[src/rtl/sensor_poll_scheduler.sv]
`default_nettype none
// ============================================================================
//  Module   : sensor_poll_scheduler
//  Purpose  : Issues periodic one-cycle start requests to the sensor protocol
//             driver, spaced by a programmable number of div_clk rising edges.
//             Tracks each transaction to done or timeout and keeps saturating
//             success / error counters.
//  Revision : 1.0 - initial release
// ============================================================================
module sensor_poll_scheduler #(
    parameter int INTERVAL_WIDTH = 8,
    parameter int TIMEOUT_TICKS  = 3,
    parameter int COUNT_WIDTH    = 16
) (
    input  logic                      clk,
    input  logic                      reset,
    input  logic                      div_clk,
    input  logic                      enable,
    input  logic [INTERVAL_WIDTH-1:0] interval,
    input  logic                      sensor_busy,
    input  logic                      sensor_done,
    input  logic                      sensor_error,
    output logic                      start,
    output logic                      polling,
    output logic                      timeout,
    output logic [COUNT_WIDTH-1:0]    read_count,
    output logic [COUNT_WIDTH-1:0]    error_count
);

    // One extra bit so TIMEOUT_TICKS-1 always fits, even for powers of two.
    localparam int TMO_W = $clog2(TIMEOUT_TICKS) + 1;

    localparam logic [TMO_W-1:0]          TMO_LAST  = TMO_W'(TIMEOUT_TICKS - 1);
    localparam logic [TMO_W-1:0]          TMO_ONE   = TMO_W'(1);
    localparam logic [INTERVAL_WIDTH:0]   TICK_ONE  = (INTERVAL_WIDTH+1)'(1);
    localparam logic [INTERVAL_WIDTH-1:0] IVL_ONE   = INTERVAL_WIDTH'(1);
    localparam logic [COUNT_WIDTH-1:0]    CNT_ONE   = COUNT_WIDTH'(1);
    localparam logic [COUNT_WIDTH-1:0]    CNT_MAX   = {COUNT_WIDTH{1'b1}};

    typedef enum logic [1:0] {
        IDLE      = 2'd0,
        ISSUE     = 2'd1,
        WAIT_DONE = 2'd2,
        COUNT     = 2'd3
    } state_t;

    state_t                    state;
    logic                      div_clk_q;
    logic [INTERVAL_WIDTH-1:0] tick_cnt;
    logic [TMO_W-1:0]          tmo_cnt;

    logic                      tick;
    logic [INTERVAL_WIDTH-1:0] interval_eff;
    logic [INTERVAL_WIDTH:0]   tick_next;
    logic                      interval_hit;

    // Rising-edge detect on the divided clock; interval 0 is treated as 1.
    // The tick count is widened by one bit so the +1 cannot wrap.
    assign tick         = div_clk & ~div_clk_q;
    assign interval_eff = (interval == '0) ? IVL_ONE : interval;
    assign tick_next    = {1'b0, tick_cnt} + TICK_ONE;
    assign interval_hit = (tick_next >= {1'b0, interval_eff});

    // Scheduler FSM with registered start/polling/timeout and counters.
    always_ff @(posedge clk or negedge reset) begin
        if (!reset) begin
            state       <= IDLE;
            div_clk_q   <= 1'b0;
            tick_cnt    <= '0;
            tmo_cnt     <= '0;
            start       <= 1'b0;
            polling     <= 1'b0;
            timeout     <= 1'b0;
            read_count  <= '0;
            error_count <= '0;
        end else begin
            div_clk_q <= div_clk;
            start     <= 1'b0;
            timeout   <= 1'b0;

            case (state)
                IDLE: begin
                    // First read goes out immediately, without waiting an interval.
                    if (enable) begin
                        state <= ISSUE;
                    end
                end

                ISSUE: begin
                    if (!enable) begin
                        state <= IDLE;
                    end else if (!sensor_busy) begin
                        start   <= 1'b1;
                        polling <= 1'b1;
                        tmo_cnt <= '0;
                        state   <= WAIT_DONE;
                    end
                end

                WAIT_DONE: begin
                    // Done takes priority over a coincident terminal timeout tick.
                    // A dropped enable lets the transaction finish, then parks in IDLE.
                    if (sensor_done) begin
                        if (sensor_error) begin
                            if (error_count != CNT_MAX) error_count <= error_count + CNT_ONE;
                        end else begin
                            if (read_count != CNT_MAX) read_count <= read_count + CNT_ONE;
                        end
                        polling  <= 1'b0;
                        tick_cnt <= '0;
                        state    <= enable ? COUNT : IDLE;
                    end else if (tick) begin
                        if (tmo_cnt == TMO_LAST) begin
                            timeout  <= 1'b1;
                            if (error_count != CNT_MAX) error_count <= error_count + CNT_ONE;
                            polling  <= 1'b0;
                            tick_cnt <= '0;
                            state    <= enable ? COUNT : IDLE;
                        end else begin
                            tmo_cnt <= tmo_cnt + TMO_ONE;
                        end
                    end
                end

                COUNT: begin
                    // interval is re-sampled on every tick, so live changes apply at once.
                    if (!enable) begin
                        state <= IDLE;
                    end else if (tick) begin
                        if (interval_hit) begin
                            state <= ISSUE;
                        end else begin
                            tick_cnt <= tick_next[INTERVAL_WIDTH-1:0];
                        end
                    end
                end

                default: begin
                    state <= IDLE;
                end
            endcase
        end
    end

endmodule
`default_nettype wire

[config.mk]
export PLATFORM = sky130hd
export DESIGN_NAME = sensor_poll_scheduler
export DESIGN_NICKNAME = d
export VERILOG_FILES = /design/src/rtl/sensor_poll_scheduler.sv
export SDC_FILE = /design/constraint.sdc
export NUM_CORES = 1
export LEC_CHECK = 0
export BUFFER_PORTS_ARGS = -buffer_cell sky130_fd_sc_hd__buf_2
export CAP_MARGIN = 20
export CORE_UTILIZATION = 54
export DETAILED_ROUTE_END_ITERATION = 10
export GPL_TIMING_DRIVEN = 0
export MAX_ROUTING_LAYER = met4
export PLACE_DENSITY_LB_ADDON = 0.1
export REMOVE_ABC_BUFFERS = 1
export SYNTH_ARGS = -nofsm -noshare
export SYNTH_HDL_FRONTEND = slang
export SYNTH_SLANG_ARGS = --single-unit
[constraint.sdc]
create_clock -name clk -period 7.2 [get_ports clk]
set_input_delay 0.36 -clock clk [delete_from_list [all_inputs] [get_ports clk]]
set_output_delay 0.36 -clock clk [all_outputs]
set_load 0.005 [all_outputs]
==> flow_summary.ini <==
[logic_synthesis]
synth_warnings = 0
syn_inst = 254
synthFlopType = dfrtp_1
yosysTopAreaCell = dfrtp_1
syn_area_um2 = 2690
synth_seq_cells = 49
avgSynthCellArea_um2 = 10.6
synth-edff-count = 0
ys_types = 52
synth_most_common_cell = dfrtp_1
synth_common_cells = dfrtp_1, nand2_1, xnor2_1
synth_top_area_frac = 0.456
seq_area_frac_synth = 0.456
synthArstFlopShare = 1.00
yosys-top-cells-area = dfrtp_1, xnor2_1, ha_1, xor2_1, nand2_1

[routing]
drt_iter0_drc = 109
dr.pass1.iters = 4
wl_per_cell_um = 13.5
via_count = 2015
drc_errors = 0
detail-route-antenna-nets = 0
routed_wl_mm = 5.11
met3_wirelength_um = 177
met1_length_mm = 2.44
avgViaCountPerCell = 5.34
wl_met2_mm = 2.45
dr.max_layer_used = met4

[sta]
tns_ns = 0
hold_viol = 0
maxSlewViolCount = 0
slew_headroom = 0.457
setup_viol_count_final = 0
max_freq_mhz = 342
skew_ns = 0.00672
finalCriticalPeriod_ns = 2.92
period_share = 0.406
grt_setup_unrepaired = no
tightest_slew_ns = 0.813

[pwr]
clkPwrFrac = 0.279
netSwitchingPower_w = 0.000219
swShare = 0.306
seqPwrFrac = 0.496
totalPowerFinal_w = 0.000716
p_int_w = 0.000497
comb_power_share = 0.226
leakagePower_nw = 1.62
ir_worst_vdd_mv = 0.172
p_per_area_nw_per_um2 = 228

[setup_path]
crit_type = reg -> reg
critPathArrivalTime_ns = 3.10
cp-end-kind = flop
setup.worst_path.start_class = flop
worstPathMaxFanout = 9
crit_required_ns = 7.38
r2r_setup_slack_ns = 4.28

[floorplan]
coreArea_um2 = 4750
rows = 25
die_h_um = 72.6
die_w_um = 72.6
initial_core_util = 0.566
io_pins = 50
die_area_um2 = 5270

[cts]
clk_latency_ns = 0.29
clk_pin_slew_worst_paths_ns = 0.08
cts_buffers = 5
cts_buffer_depth = 2
post_cts_resized = 0
cts_tree = done
cts_root_buf = clkbuf_8
h-tree-depth = 2
cts.sinks = 49

[cells_and_area]
diodes = 0
layout.nets = 337
fin_area_um2 = 3150
drive_gt1_frac = 0.239
area_delta_synth_final_pct = 17.1

[global_route]
grt_overflow = 0
grt_pass1_wl_mm = 8.56
grt_start_max_net_pins = 50
grt_pass1_vias = 1941
antenna_found_initial = 0
grt_util_all_layers = 0.216

[flow_run]
drv_cap = 0

[placement]
gp_congestion = 0.828
post_dp_cell_area_um2 = 3000
dp_hpwl_mm = 3.81
io_buffer_count = 49

[status]
outcome = finished clean

[min_path]
hp-class = in -> reg
## worst max-delay path, cell delays in order, from the launching register on
cell and delay [ns]:
dfrtp_1 0.43, nand3_1 0.14, nor2_1 0.26, and3_1 0.22, xor2_1 0.19, ha_1 0.27, and3_1 0.23, a221oi_1 0.28
o31a_2 0.30, nand2_1 0.16, mux2_1 0.35
## power groups by stage
stage	registers, W	clock network, W	logic [W]
2_1_floorplan	0.000353	0	0.000106
3_3_place_gp	0.000358	0	0.000155
3_5_place_dp	0.000360	0	0.000162
4_1_cts	0.000355	0.000204	0.000163
5_1_grt	0.000362	0.000215	0.000186
6_report	0.000355	0.000200	0.000162
## layout make-up
| cell class | count | area [um2] |
|---|---|---|
| Fill cell | 406 | 1610 |
| Timing Repair Buffer | 51 | 275 |
| Multi-Input combinational cell | 190 | 1400 |
| Clock buffer | 7 | 86.3 |
| Tap cell | 67 | 83.8 |
| Clock inverter | 1 | 30.0 |
| Sequential cell | 49 | 1230 |
| Inverter | 12 | 45.0 |
## path summary, 6_finish.rpt
path	start	endpoint	cells past startpoint
max in group asynchronous	reset	tick_cnt[2]$_DFFE_PN0P_	3
min in group asynchronous	reset	read_count[8]$_DFFE_PN0P_	2
min reg2reg	read_count[5]$_DFFE_PN0P_	read_count[5]$_DFFE_PN0P_	1
min	div_clk	div_clk_q$_DFF_PN0_	1
max	tick_cnt[2]$_DFFE_PN0P_	tick_cnt[7]$_DFFE_PN0P_	10
max reg2reg	tick_cnt[2]$_DFFE_PN0P_	tick_cnt[7]$_DFFE_PN0P_	10
## cell usage in the layout, fill, tap and decap left out, drive strengths merged, types with 7 or more instances in the layout
| cell | netlist | routed |
|---|---|---|
| nand3 | 14 | 14 |
| and3 | 14 | 14 |
| ha | 13 | 13 |
| dfrtp | 49 | 49 |
| nand2 | 25 | 25 |
| xnor2 | 25 | 25 |
| a21oi | 7 | 7 |
| buf | 2 | 50 |
| xor2 | 12 | 12 |
| nand4 | 10 | 10 |
| inv | 12 | 12 |
| clkbuf | 1 | 7 |
| nor2 | 9 | 9 |
## what timing repair did
action	in CTS	in global routing
setup buffers	0	0
hold buffers	0	1
hold endpoints to repair	0	3
## per-layer routing
layer	track usage	vias to the layer above
li1	-	1012
met3	0.0486	4
met1	0.283	962
met2	0.341	37
met4	0.0588	0
met5	-	-
## stage by stage
stage | worst slack (ns) | std cells | util | hold WS, ns
CTS | 4.28 | 375 | 0.656 | 0.214
global placement | 4.33 | 367 | 0.631 | 0.473
global route | 4.00 | 377 | 0.662 | 0.204
finish | 4.28 | 377 | 0.662 | 0.217
floorplan | 4.65 | 251 | - | 0.0644
detailed placement | 4.31 | 367 | 0.631 | 0.485
## sequential cells by signal, summed over array words and instances, names as in the netlist
signal,flops
start,1
tick_cnt,8
state,2
polling,1
error_count,16
tmo_cnt,3
div_clk_q,1
timeout,1
read_count,16
## cell families after synthesis
kind of cell / after synthesis / synth area share
XOR/XNOR: 37 / 0.121
buffers and inverters: 15 / 0.0228
flip-flops: 49 / 0.456
AND/OR/NAND/NOR: 102 / 0.222
adder cells (fa/ha/maj): 13 / 0.0605
multiplexers: 5 / 0.0200
AO/OA/AOI/OAI: 33 / 0.0982
Note: power is estimated with default switching activity, not from simulation.
